<file path="src/rtl/factorial_pkg.sv">
// Shared types and constants for the iterative factorial engine.
// Holds the control-state encoding and the error-code values.
package factorial_pkg;

  typedef enum logic [2:0] {
    IDLE,
    MUL,
    WAIT,
    DONE,
    ERR
  } state_t;

  localparam logic [1:0] ERR_NONE  = 2'd0;
  localparam logic [1:0] ERR_RANGE = 2'd1;
  localparam logic [1:0] ERR_OVF   = 2'd2;

endpackage

</file>
<file path="src/rtl/fact_mult.sv">
// W x W -> 2W multiplier for the factorial engine: either a single-cycle
// array multiply or a shift-add unit that retires one multiplier bit per cycle.
module fact_mult #(
  parameter int W   = 32,
  parameter bit SEQ = 1'b0
) (
  input  logic           i_clk,
  input  logic           i_rst_n,
  input  logic           i_start,
  input  logic [W-1:0]   i_a,
  input  logic [W-1:0]   i_b,
  output logic [2*W-1:0] o_product,
  output logic           o_done
);

  generate
    if (SEQ == 1'b0) begin : g_comb
      logic w_unused;
      assign o_product = {{W{1'b0}}, i_a} * {{W{1'b0}}, i_b};
      assign o_done    = 1'b1;
      assign w_unused  = &{1'b0, i_clk, i_rst_n, i_start};
    end else begin : g_seq
      localparam int BW = $clog2(W + 1);

      logic [2*W-1:0] r_mcand;
      logic [2*W-1:0] r_prod;
      logic [W-1:0]   r_mplier;
      logic [BW-1:0]  r_bits;
      logic           r_run;
      logic [2*W-1:0] w_addend;

      // The final partial sum is exposed combinationally so the caller can
      // capture the full product on the same edge that retires the last bit.
      assign w_addend  = r_mplier[0] ? r_mcand : '0;
      assign o_product = r_prod + w_addend;
      assign o_done    = r_run && (r_bits == BW'(1));

      always_ff @(posedge i_clk or negedge i_rst_n) begin
        if (!i_rst_n) begin
          r_mcand  <= '0;
          r_prod   <= '0;
          r_mplier <= '0;
          r_bits   <= '0;
          r_run    <= 1'b0;
        end else if (i_start) begin
          r_mcand  <= {{W{1'b0}}, i_a};
          r_prod   <= '0;
          r_mplier <= i_b;
          r_bits   <= BW'(W);
          r_run    <= 1'b1;
        end else if (r_run) begin
          r_prod   <= o_product;
          r_mcand  <= r_mcand << 1;
          r_mplier <= r_mplier >> 1;
          r_bits   <= r_bits - BW'(1);
          if (r_bits == BW'(1)) r_run <= 1'b0;
        end
      end
    end
  endgenerate

endmodule

</file>
<file path="src/rtl/factorial_engine.sv">
// Iterative N! unit with start/done handshake, operand range check and
// overflow detection on the full double-width product.
module factorial_engine
  import factorial_pkg::*;
#(
  parameter int N_W      = 4,
  parameter int R_W      = 32,
  parameter int MAX_N    = 12,
  parameter bit MULT_SEQ = 1'b0
) (
  input  logic           i_clk,
  input  logic           i_rst_n,
  input  logic           i_go,
  input  logic [N_W-1:0] i_n,
  output logic           o_busy,
  output logic           o_done,
  output logic           o_error,
  output logic [1:0]     o_errCode,
  output logic [R_W-1:0] o_result
);

  state_t r_state;
  state_t w_stateNext;

  logic [N_W-1:0]   r_cnt;
  logic [R_W-1:0]   r_acc;
  logic [R_W-1:0]   r_result;
  logic [1:0]       r_errCode;
  logic             r_busy;
  logic             r_done;
  logic             r_error;

  logic [2*R_W-1:0] w_prod;
  logic             w_multDone;
  logic             w_multStart;
  logic             w_ovf;
  logic             w_rangeErr;
  logic             w_cntGt1;
  logic             w_prodReady;

  assign w_rangeErr  = {{(32-N_W){1'b0}}, i_n} > 32'(MAX_N);
  assign w_cntGt1    = r_cnt > N_W'(1);
  assign w_ovf       = |w_prod[2*R_W-1:R_W];
  assign w_multStart = (r_state == MUL) && w_cntGt1;
  assign w_prodReady = ((r_state == MUL) && w_cntGt1 && !MULT_SEQ) ||
                       ((r_state == WAIT) && w_multDone);

  fact_mult #(
    .W   (R_W),
    .SEQ (MULT_SEQ)
  ) u_mult (
    .i_clk     (i_clk),
    .i_rst_n   (i_rst_n),
    .i_start   (w_multStart),
    .i_a       (r_acc),
    .i_b       ({{(R_W-N_W){1'b0}}, r_cnt}),
    .o_product (w_prod),
    .o_done    (w_multDone)
  );

  always_ff @(posedge i_clk or negedge i_rst_n) begin
    if (!i_rst_n) r_state <= IDLE;
    else          r_state <= w_stateNext;
  end

  always_comb begin
    w_stateNext = r_state;
    case (r_state)
      IDLE: if (i_go) w_stateNext = w_rangeErr ? ERR : MUL;
      MUL: begin
        if (!w_cntGt1)     w_stateNext = DONE;
        else if (MULT_SEQ) w_stateNext = WAIT;
        else if (w_ovf)    w_stateNext = ERR;
      end
      WAIT: if (w_multDone) w_stateNext = w_ovf ? ERR : MUL;
      DONE, ERR: w_stateNext = IDLE;
      default:   w_stateNext = IDLE;
    endcase
  end

  // Handshake flags are registered from the next state so they line up
  // exactly with the DONE/ERR cycles without any input-to-output path.
  always_ff @(posedge i_clk or negedge i_rst_n) begin
    if (!i_rst_n) begin
      r_cnt     <= '0;
      r_acc     <= '0;
      r_result  <= '0;
      r_errCode <= ERR_NONE;
      r_busy    <= 1'b0;
      r_done    <= 1'b0;
      r_error   <= 1'b0;
    end else begin
      r_busy  <= (w_stateNext != IDLE);
      r_done  <= (w_stateNext == DONE);
      r_error <= (w_stateNext == ERR);
      if ((r_state == IDLE) && i_go) begin
        if (w_rangeErr) begin
          r_errCode <= ERR_RANGE;
          r_result  <= '0;
        end else begin
          r_cnt     <= i_n;
          r_acc     <= R_W'(1);
          r_errCode <= ERR_NONE;
        end
      end
      if ((r_state == MUL) && !w_cntGt1) r_result <= r_acc;
      if (w_prodReady) begin
        if (w_ovf) begin
          r_errCode <= ERR_OVF;
          r_result  <= '0;
        end else begin
          r_acc <= w_prod[R_W-1:0];
          r_cnt <= r_cnt - N_W'(1);
        end
      end
    end
  end

  assign o_busy    = r_busy;
  assign o_done    = r_done;
  assign o_error   = r_error;
  assign o_errCode = r_errCode;
  assign o_result  = r_result;

endmodule

</file>
<file path="config.mk">
export PLATFORM = sky130hd
export DESIGN_NAME = factorial_engine
export DESIGN_NICKNAME = d
export VERILOG_FILES = /design/src/rtl/factorial_pkg.sv /design/src/rtl/fact_mult.sv /design/src/rtl/factorial_engine.sv
export SDC_FILE = /design/constraint.sdc
export NUM_CORES = 1
export LEC_CHECK = 0
export CAP_MARGIN = 5
export CORE_AREA = 5 5 150 95
export CTS_CLUSTER_DIAMETER = 80
export DETAILED_ROUTE_END_ITERATION = 6
export DIE_AREA = 0 0 155 100
export PLACE_DENSITY_LB_ADDON = 0.2
export SLEW_MARGIN = 20
export SYNTH_ARGS = -nofsm -noshare
export SYNTH_HDL_FRONTEND = slang
export SYNTH_SLANG_ARGS = --single-unit
export TNS_END_PERCENT = 10
</file>
<file path="constraint.sdc">
create_clock -name i_clk -period 10.3 [get_ports i_clk]
set_input_delay 2.06 -clock i_clk [delete_from_list [all_inputs] [get_ports i_clk]]
set_output_delay 2.06 -clock i_clk [all_outputs]
set_load 0.005 [all_outputs]
</file>
==> results.cfg, run 1 <==
[synthesis]
yosysSeqAreaShare = 0.2567
syn_nets = 986
synthMuxAreaShare = 0.01148
synthArstFlopShare = 1.000
synthAdderAreaFrac = 0.2330
yosysWarningCount = 0
synthesis.area_um2 = 7410
synth-simple-area-share = 0.2129
synth_top_family_by_area = adder cells
synth_cell_types = 62
synth_edf_count = 0
synth_xor_area_frac = 0.03546
yosys_most_used_dff = dfrtp_1
synth_compound_area_frac = 0.1619
syn_avg_cell_area_um2 = 8.449
synthCells = 877
synth_seq_cells = 76

[place]
place_hpwl_mm = 15.09
port_buffers = 43
pre_cts_ws_ns = 4.262
place.gp.congestion = 0.9779

[final_layout]
fillerInstances = 1031
drive_gt1_frac = 0.04459
syn2layout_area_growth_pct = 11.47
fin_nets = 1001
insertedDiodeCount = 0

[clocking]
h-tree-depth = 3
post_cts_resized = 0
postCtsSetupBuffers = 0
cts-hold-fix-buffers = 0
cts-root-buf = clkbuf_16
clock_sinks = 76
cts_buffers = 9
cts_tree = done
clk_latency_ns = 0.34
clk_pin_slew_ns = 0.06
cts_buffer_depth = 2

[floorplanning]
dieArea_um2 = 15500
boundaryPins = 44
rows = 32
core_um2 = 12610
die_y_um = 100
die_w_um = 155
initial_core_util = 0.5875

[pwr]
power.switching_mw = 1.149
pwr-share-seq = 0.238
finalPower_mw = 2.325
ir_drop_mv = 0.2049
netSwitchingFraction = 0.4940
power.density_nw_per_um2 = 281.5
p_leak_nw = 4.104
p_clk_frac = 0.153
internal_power_mw = 1.176
power_frac_comb = 0.610

[routing]
ant_nets = 0
via_count = 6304
routed_wl_mm = 20.40
drc = 0
firstDrtPassIters = 5
wire_per_inst_um = 19.12
vias_per_cell = 5.908
drtIter0Drc = 596

[worst_hold_path]
hold_class = register to register
hold_start = o_errCode[1]

[sta]
clock_skew_ns = 0.007832
final_max_slew_viol_count = 0
post-route-period-util = 0.5662
max_freq_mhz = 171.5
tightest_slew_ns = 1.089
period_needed_ns = 5.832
slew_headroom = 0.2742
final-hold-violation-count = 0
rsz0062_at_grt = false
fin_ws_ns = 4.468
finalSetupTns_ns = 0
setup-violations-final = 0

[grt]
antenna_found_initial = 0
grt_pass1_vias = 6262
grt_start_max_net_pins = 77
grtUsageTotal = 0.2721
grt_pass1_wl_mm = 33.53
overflow = 0

[critical_path]
endpoint_kind = register
crit_buf_inv = 2
cpPeakStageDelay_ns = 1.06
critPathMaxFanout = 44
arrival_ns = 6.09
startpoint_type = register
reg2reg_from = r_cnt[3]
path_class = register to register
worstPathCellList = nand2_1 -> fa_1 -> inv_1 -> fa_1 -> fa_1 -> a21o_1 -> a221oi_2 -> o21ai_2 -> nor3_2 -> o31a_1 -> o32ai_2 -> nor3b_4 -> buf_4 -> mux2i_1
cpMaxStageDelayCell = dfrtp_1
required_ns = 10.56
timing.critical_path.max_delay_family = adder cells
critPathLaunch = r_cnt[3]
cpMostUsedCell = fa_1

[job]
maxCapViolCount = 0

[status]
status = finished clean
==> metal layers <==
metal	global-route usage	up-vias	share of wire
li1	-	2889	-
met1	0.4266	3082	0.48
met2	0.3747	314	0.41
met3	0.08100	19	0.11
met4	0.04410	0	0.0075
met5	0	-	0
==> area by class of cell <==
type	instances	area, um^2	area share
multi-input cells	636	4871	0.5898
flip-flops and latches	76	1902	0.2303
repair buffers	50	493.0	0.05969
inverters	119	446.7	0.05408
clock buffers	10	239.0	0.02893
well taps	170	212.7	0.02575
clock inverters	6	95.09	0.01151
==> cell usage after synthesis, types with 4 or more instances <==
master / instances / share of area
a211oi_1: 4 / 0.0041
a21o_1: 17 / 0.017
a21oi_1: 34 / 0.023
a22oi_1: 32 / 0.032
a31oi_1: 5 / 0.0042
and2_1: 96 / 0.081
and3_1: 7 / 0.0059
buf_2: 16 / 0.011
clkbuf_1: 27 / 0.014
dfrtp_1: 76 / 0.26
fa_1: 60 / 0.16
ha_1: 42 / 0.071
inv_1: 119 / 0.060
mux2i_1: 7 / 0.0095
nand2_1: 113 / 0.057
nand2b_1: 8 / 0.0068
nand3_1: 8 / 0.0054
nand4_1: 7 / 0.0059
nor2_1: 51 / 0.026
nor3_1: 7 / 0.0047
o21a_1: 4 / 0.0041
o21ai_0: 42 / 0.028
o21ai_1: 6 / 0.0041
o21bai_1: 4 / 0.0041
xnor2_1: 13 / 0.015
xor2_1: 17 / 0.020
==> kinds of logic after synthesis <==
kind of cell,Yosys count
buf+inv,165
xor+xnor,30
mux,8
compound gates,179
flops,76
simple gates,317
fa+ha+maj,102
==> stage by stage <==
stage / hold slack (ns) / area [um^2] / utilization / instances
floorplan: 0.4691 / 7410 / - / 877
global placement: 0.4669 / 7899 / 0.6263 / 1050
detailed placement: 0.4860 / 7899 / 0.6263 / 1050
CTS: 0.5036 / 8233 / 0.6528 / 1066
global route: 0.5101 / 8259 / 0.6549 / 1067
finish: 0.5059 / 8259 / 0.6549 / 1067
==> final timing paths <==
| check | to | slack (ns) | cells past startpoint |
|---|---|---|---|
| min reg2reg | o_errCode[1] | 0.51 | 1 |
| min in group asynchronous | r_acc[30] | 1.68 | 1 |
| max | r_acc[28] | 4.47 | 14 |
| max reg2reg | r_acc[28] | 4.47 | 14 |
| min | o_errCode[1] | 0.51 | 1 |
| max in group asynchronous | o_result[10] | 8.02 | 2 |
==> layout by cell type (no fill, tap or decap), types with 34 or more instances in the layout <==
| master | instances |
|---|---|
| a21oi_1 | 34 |
| o21ai_0 | 42 |
| clkdlybuf4s50_1 | 42 |
| dfrtp_1 | 76 |
| nor2_1 | 50 |
| nand2_1 | 113 |
| ha_1 | 42 |
| fa_1 | 60 |
| inv_1 | 119 |
| and2_1 | 96 |
==> registers in the layout (all words and copies together), names as in the netlist <==
signal and flops:
o_busy 1, r_state 3, o_result 32, r_acc 32
r_cnt 4, o_errCode 2, o_error 1, o_done 1
==> power by group through the flow <==
stage | combinational, mW | sequential, mW | clock (mW)
2_1_floorplan | 1.02 | 0.466 | 0
3_3_place_gp | 1.33 | 0.543 | 0
3_5_place_dp | 1.37 | 0.550 | 0
4_1_cts | 1.39 | 0.546 | 0.362
5_1_grt | 1.57 | 0.569 | 0.377
6_report | 1.42 | 0.553 | 0.355
(Power assumes the default switching activity.)
==> inputs of run 2 (changes only) <==
CORE_AREA = 5 5 155 98   (was 5 5 150 95)
DIE_AREA = 0 0 160 103   (was 0 0 155 100)
clock period = 4.7 ns   (was 10.3 ns; I/O delays follow)
==> results.cfg, run 2 (synthesized netlist as in run 1, its figures left out) <==
[status]
status = finished clean

[critical_path]
path_class = register to register
required_ns = 4.92
endpoint_kind = register
critPathMaxFanout = 33
arrival_ns = 4.81
startpoint_type = register
r2r_cells = 18

[grt]
grtUsageTotal = 0.2509
grt_pass1_vias = 6316
grt_start_max_net_pins = 77
overflow = 0
grt_pass1_wl_mm = 33.23
antenna_found_initial = 0

[routing]
via_count = 6326
firstDrtPassIters = 5
drc = 0
wire_per_inst_um = 17.91
vias_per_cell = 5.720
ant_nets = 0
drtIter0Drc = 607
routed_wl_mm = 19.81

[worst_hold_path]
hold_class = register to register
hold_path_depth = 1

[final_layout]
layout_commonest_cell = inv_1
syn2layout_area_growth_pct = 16.03
fillerInstances = 1176
fin_cells = 1106
final_cell_mix = 119 x inv_1, 113 x nand2_1, 96 x and2_1
drive_gt1_frac = 0.08747
insertedDiodeCount = 0
multiInputGateArea_um2 = 4938
fin_area_um2 = 8597
fin_nets = 1030
seq_area_um2 = 1902

[sta]
post-route-period-util = 0.9760
clock_skew_ns = 0.008145
rsz0062_at_grt = true
final-hold-violation-count = 0
slew_headroom = 0.5187
period_needed_ns = 4.587
max_freq_mhz = 218.0
setup-violations-final = 0
final_max_slew_viol_count = 0
tightest_slew_ns = 0.7219
fin_ws_ns = 0.1128

[clocking]
cts_buffers = 9
h-tree-depth = 3
cts-hold-fix-buffers = 0
clock_sinks = 76
clk_latency_ns = 0.35
clk_pin_slew_ns = 0.06
cts_tree = done
cts_buffer_depth = 2
cts-root-buf = clkbuf_16

[floorplanning]
rows = 34
boundaryPins = 44
core_um2 = 13830
die_w_um = 160
die_y_um = 103
initial_core_util = 0.5359
dieArea_um2 = 16480

[place]
port_buffers = 43
place.gp.congestion = 0.9692
place_inst = 1089
pre_cts_ws_ns = 0.08439
place_hpwl_mm = 14.88
place_area_um2 = 8179

[pwr]
ir_drop_mv = 0.4295
power.density_nw_per_um2 = 624.2
p_leak_nw = 4.276

[job]
maxCapViolCount = 0
[run 2: final timing paths]
check                        startpoint            to  slack (ns)
setup / recovery               r_cnt[1]      r_cnt[3]        0.11
hold / removal             o_errCode[1]  o_errCode[1]        0.50
setup reg to reg               r_cnt[1]      r_cnt[3]        0.11
hold reg to reg            o_errCode[1]  o_errCode[1]        0.50
max in group asynchronous       i_rst_n      r_acc[6]        3.58
min in group asynchronous       i_rst_n  o_result[22]        0.63
[run 2: layout make-up]
class | count | share of cell area
inverter | 119 | 0.05196
timing repair buffer | 79 | 0.08747
clock buffer | 10 | 0.02780
sequential | 76 | 0.2212
tap | 180 | 0.02620
multi-input combinational | 636 | 0.5744
clock inverter | 6 | 0.01092
[run 2: metrics by stage]
step	hold slack, ns	utilization	TNS [ns]	power, mW
final	0.5013	0.6218	0	5.366
after floorplan	0.4691	-	0	3.266
after global placement	0.4679	0.5916	0	4.360
after CTS	0.5036	0.6157	0	5.315
after global routing	0.5281	0.6218	-1.509	5.840
after detailed placement	0.4799	0.5916	0	4.469
[run 2: layer usage]
metal	share of wire	GRT usage	wire [um]	up-vias
met2	0.41	0.3633	8188	199
li1	-	-	-	2947
met1	0.51	0.3888	10100	3158
met3	0.066	0.04994	1303	22
met4	0.011	0.05354	222	0
met5	0	0	0	-
[run 2: power by group]
part / total [mW] / internal, mW / leakage, nW / switching (mW)
Sequential: 1.10 / 0.870 / 1.02 / 0.226
Clock: 0.801 / 0.486 / 0.160 / 0.315
Combinational: 3.47 / 1.47 / 3.10 / 1.99
[run 2: what timing repair did]
item / CTS / global route
gates resized for setup: 0 / 14
endpoints found under the setup margin: 0 / 59
buffers inserted: 0 / 1
[run 2: critical path: stages, from the launching register on]
cell      delay (ns)
dfrtp_1         0.41
buf_12          0.18
and2_1          0.17
fa_1            0.54
inv_1           0.05
fa_1            0.47
inv_1           0.05
ha_1            0.35
a21o_1          0.26
o21a_1          0.22
a311oi_1        0.26
buf_4           0.18
nand3b_1        0.09
o221ai_2        0.20
xnor2_2         0.13
nor3b_2         0.29
buf_4           0.21
nor3b_1         0.30
nor3_2          0.08
==> patch 1, RTL diff (settings of run 2) <==
The parameter `R_W` goes from 32 to 16.
--- a/src/rtl/factorial_engine.sv
+++ b/src/rtl/factorial_engine.sv
@@ -4,7 +4,7 @@
   import factorial_pkg::*;
 #(
   parameter int N_W      = 4,
-  parameter int R_W      = 32,
+  parameter int R_W      = 16,
   parameter int MAX_N    = 12,
   parameter bit MULT_SEQ = 1'b0
 ) (
Interface: changed (resized o_result); port bits go from 44 to 28. No check against the original RTL was run, so the function may have changed too.
==> patch 1 against run 2 <==
  * Sequential cell count decreased by 32
  * Final cell count decreased by 41%
  * Total power decreased by 41%
  * Routed wire length decreased by 47%
  * Setup slack improved by 0.081 ns
  * Area after synthesis decreased by 47%
  * Via count decreased by 49%
  * Cell area decreased by 45%
  * Critical path type unchanged
  * Highest routed layer unchanged
==> patch 1: results (changes against run 2) <==
** Global route
- Met3 layer usage reported by global route :: 2.76% (was 4.99%)
- Maximum number of pins on one net before global-route repair :: 45 (was 77)
- Grt met1 use :: 21.2% (was 38.9%)
- The combined global-route utilization of all metal layers is 12.9% (was 25.1%).
- Vias in the first global route :: 3084 (was 6316)
- The global-route wire length before repair is 16900 um (was 33200 um).

** Run status
- Run status :: completed (unchanged)

** STA
- The normalized max-slew margin came to 52.0% (was 51.9%).
- The worst-case clock skew was 0.00893 ns (was 0.00815 ns).

** Route
- The number of design-rule violations left by the first detailed-router iteration is 135 (was 607).
- The met2 wire length is 4070 um (was 8190 um).
- 1st-pass router iterations :: 4 (was 5)
- DR vias :: 3197 (was 6326)
- Met3 wire length :: 471 um (was 1300 um)

** CTS
- Clock buffer count from CTS :: 5 (was 9)
- The maximum level of the CTS H-tree is 2 (was 3).
- The clock latency at the later pin of the worst-skew pair was 0.30 ns (was 0.35 ns).

** Synth
- Top cells by area, synth: sky130_fd_sc_hd__dfrtp_1, sky130_fd_sc_hd__fa_1, sky130_fd_sc_hd__ha_1 (was sky130_fd_sc_hd__dfrtp_1, sky130_fd_sc_hd__fa_1, sky130_fd_sc_hd__and2_1).
- The post-synth net total was 499 (was 986).
- The per-instance average area after synthesis came to 9.01 um^2 (was 8.45 um^2).

** Final layout
- Share of final-layout standard cells stronger than drive strength 1 :: 13.3% (was 8.75%)
- Number of fill cells :: 1411 (was 1176)

** Power
- The reported leakage power is 0.00219 uW (was 0.00428 uW).
- The maximum VDD drop was 0.294 mV (was 0.430 mV).
- The share of total power consumed by net switching is 47.4% (was 47.3%).

** Critical path
- The data arrival time at the worst-slack endpoint was 4.74 ns (was 4.81 ns).
- Critical path peak fanout :: 9 (was 33)

** Placed design
- Worst slack, placed :: -0.0751 ns (was 0.0844 ns)
- The placer congestion estimate came to 0.834 (was 0.969).
- Port buffer count :: 27 (was 43)
- The placed wire-length estimate after detailed placement was 8210 um (was 14900 um).
==> patch 1: changes by cell type after synthesis, moves of 15 or more <==
cell,delta
sky130_fd_sc_hd__a22oi_1,-31
sky130_fd_sc_hd__and2_1,-49
sky130_fd_sc_hd__clkbuf_1,-15
sky130_fd_sc_hd__dfrtp_1,-32
sky130_fd_sc_hd__fa_1,-32
sky130_fd_sc_hd__ha_1,-16
sky130_fd_sc_hd__inv_1,-56
sky130_fd_sc_hd__nand2_1,-77
sky130_fd_sc_hd__nor2_1,-38
==> patch 1: area by class of cell <==
cell class,count,area [um^2],area share [%]
Multi-Input combinational cell,315,2580,54.5
Inverter,63,236,5.00
Clock inverter,3,46.3,0.980
Clock buffer,5,125,2.65
Tap cell,180,225,4.77
Timing Repair Buffer,44,412,8.71
Sequential cell,44,1100,23.4
==> patch 1: power by group through the flow <==
stage                     clock network [uW]  logic, uW  registers, uW
after floorplan                            0       1420            616
after detailed placement                   0       1990            725
after CTS                                425       2010            720
after global placement                     0       1980            727
after global routing                     443       2310            739
final                                    417       2040            713
==> patch 1: path summary, 6_finish.rpt <==
check / endpoint / cells after the start / slack (ns) / startpoint
setup reg to reg: o_result[11] / 16 / 0.19 / r_cnt[3]
hold / removal: o_errCode[1] / 2 / 0.50 / o_errCode[1]
min in group asynchronous: r_acc[5] / 1 / 0.64 / i_rst_n
max in group asynchronous: r_cnt[1] / 1 / 3.59 / i_rst_n
hold reg to reg: o_errCode[1] / 2 / 0.50 / o_errCode[1]
setup / recovery: o_result[11] / 16 / 0.19 / r_cnt[3]
==> patch 1: cell families after synthesis <==
group,share of synthesized area (%)
adders and majority gates,22.5
DFF,27.9
buffers and inverters,7.77
AOI/OAI and AO/OA,19.1
muxes,0.825
xor gates and xnor gates,2.66
and+or+nand+nor,19.3
==> patch 2, RTL diff (config.mk and constraints of run 2) <==
Without the edit above. Encoding of `state_t`: now Gray code (3 bits for 5 states).
--- a/src/rtl/factorial_pkg.sv
+++ b/src/rtl/factorial_pkg.sv
@@ -3,11 +3,11 @@
 package factorial_pkg;
 
   typedef enum logic [2:0] {
-    IDLE,
-    MUL,
-    WAIT,
-    DONE,
-    ERR
+    IDLE = 3'b000,
+    MUL  = 3'b001,
+    WAIT = 3'b011,
+    DONE = 3'b010,
+    ERR  = 3'b110
   } state_t;
 
   localparam logic [1:0] ERR_NONE  = 2'd0;
Behaviour: no difference found for any inputs over 10 cycles, from zero or initial values and one cycle with i_rst_n low; not proved beyond that.
==> patch 2 against run 2 <==
  * Routed wire length up 5.3%
  * Critical path depth fell by 1
  * Area after synthesis is 3.6% higher
  * Sequential share of layout area decreased by 0.84 points
  * Sequential cell count did not move
  * Total power is 7.8% lower
  * Setup slack got worse by 0.072 ns
  * Cell area up 4.0%
  * Worst hold slack lost 0.0021 ns
==> patch 2: results (changes against run 2) <==
** Run status
- Run status: completed (unchanged).

** CTS
- CTS Buffer Depth :: 2 (unchanged)
- Clock buffer count from CTS :: 9 (unchanged)
- The maximum level of the CTS H-tree came to 3 (unchanged).
- Library cell used as clock root buffer :: sky130_fd_sc_hd__clkbuf_16 (unchanged)
- After clock tree synthesis, the clock-pin slew on the worst setup and hold paths is 0.07 ns.
- Clock latency on the worst-skew pair :: 0.34 ns

** Final layout
- The antenna diode instance count is 0 (unchanged).
- The net total in the final layout came to 1082 (was 1030).
- The share of post-route cells with drive strength above 1 was 10.5% (was 8.75%).

** STA
- Final worst clock skew :: 0.0104 ns (was 0.00815 ns)
- Remaining max-slew budget at the tightest pin :: 37.2% (was 51.9%)

** Global route
- Number of antenna violations at the first check in global routing :: 0 (unchanged)
- The global-route wire length before repair is 34300 um (was 33200 um).
- Vias in the first global route :: 6299 (was 6316)
- The combined global-route utilization of all metal layers came to 25.9% (was 25.1%).
- Maximum number of pins on one net before global-route repair :: 77 (unchanged)

** Placed design
- Routability cong. :: 0.945 (was 0.969)
- Cell area reported after detailed placement :: 0.00842 mm^2 (was 0.00818 mm^2)
- The placed wire-length estimate after detailed placement is 15800 um (was 14900 um).
- The count of input and output buffers came to 43 (unchanged).
- The placement-stage worst setup slack was -0.0207 ns (was 0.0844 ns).

** Route
- The wire length reported by the detailed router was 20900 um (was 19800 um).
- The number of design-rule violations left by the first detailed-router iteration was 608 (was 607).
- 1st-pass router iterations :: 5 (unchanged)
- The routed via count divided by cell count came to 5.83 (was 5.72).

** Critical path
- The largest incremental delay on the critical path came to 0.51 ns (was 0.54 ns).
- Data arrival time of the worst path :: 4.88 ns (was 4.81 ns)
- Critical path peak fanout :: 24 (was 33)
- The family with the most delay on the worst path is compound AO/OA/AOI/OAI gates (was adder cells).
- Slowest-stage cell, CP :: sky130_fd_sc_hd__fa_1 (unchanged)

** Synth
- Ranking of synthesized cells by instance count :: sky130_fd_sc_hd__inv_1, sky130_fd_sc_hd__nand2_1, sky130_fd_sc_hd__and2_1 (unchanged)
- The post-synth net total is 1031 (was 986).
- The most instantiated flip-flop cell in the synthesis netlist was sky130_fd_sc_hd__dfrtp_1 (unchanged).
- Count of warnings emitted by yosys :: 0 (unchanged)
- Register area share after synthesis :: 24.8% (was 25.7%)
- Top cells by area, synth :: sky130_fd_sc_hd__dfrtp_1, sky130_fd_sc_hd__fa_1, sky130_fd_sc_hd__and2_1 (unchanged)
- Number of enable-type register cells in the synthesized netlist :: 0 (unchanged)
- Share of async-settable or async-resettable flops after synthesis :: 100% (unchanged)
- The distinct cell type count of the synthesized netlist was 63 (was 62).

** Power
- Leakage power total :: 0.00433 uW (was 0.00428 uW)
- Largest voltage drop on the vdd net :: 0.279 mV (was 0.430 mV)

** Worst hold path
- The worst hold-check path type is reg -> reg (unchanged).
patch 2: layout make-up:
type,count,area [um^2]
multi-input combinational,672,5260
fill,1159,4890
sequential,76,1900
timing repair buffer,83,772
inverter,131,492
clock buffer,9,225
tap,180,225
clock inverter,6,66.3
patch 2: logic make-up after synthesis:
family / share of synthesized area [%]
adders and majority gates: 22.5
AOI/OAI and AO/OA: 13.7
buffers and inverters: 8.96
and+or+nand+nor: 23.0
xor gates and xnor gates: 2.85
DFF: 24.8
muxes: 4.20
patch 2: final timing paths:
path / from / endpoint / slack, ns / cells past startpoint
worst max-delay path: r_cnt[2] / r_cnt[3] / 0.04 / 17
worst max register to register: r_cnt[2] / r_cnt[3] / 0.04 / 17
worst min-delay path: o_errCode[1] / o_errCode[1] / 0.50 / 1
worst min register to register: o_errCode[1] / o_errCode[1] / 0.50 / 1
min in group asynchronous: i_rst_n / o_result[6] / 0.63 / 1
max in group asynchronous: i_rst_n / r_acc[23] / 3.56 / 1
patch 2: per-layer routing:
layer | GRT usage [%] | vias up | part of all wire, %
met1 | 43.0 | 3268 | 51
met5 | 0 | - | 0
met4 | 4.69 | 0 | 1.1
li1 | - | 3144 | -
met3 | 5.31 | 27 | 10
met2 | 34.3 | 307 | 38
patch 2: repair_timing:
action / 4_1_cts / 5_1_grt
pin swaps: 1 / 9
gates resized for setup: 2 / 40
setup endpoints to repair: 10 / 69
hold buffers: 0 / 0
buffers inserted: 0 / 5
patch 2: report_power, final:
part           internal, uW  leakage (uW)  total (uW)  switching, uW
Combinational          1320       0.00315        3140           1820
Sequential              853       0.00103        1110            254
Clock                   410      0.000145         704            295
patch 2: through the flow:
step / std cells / total power (uW)
floorplan: 922 / 2990
global placement: 1137 / 3960
detailed placement: 1137 / 4010
CTS: 1152 / 4760
global route: 1157 / 5330
finish: 1157 / 4950
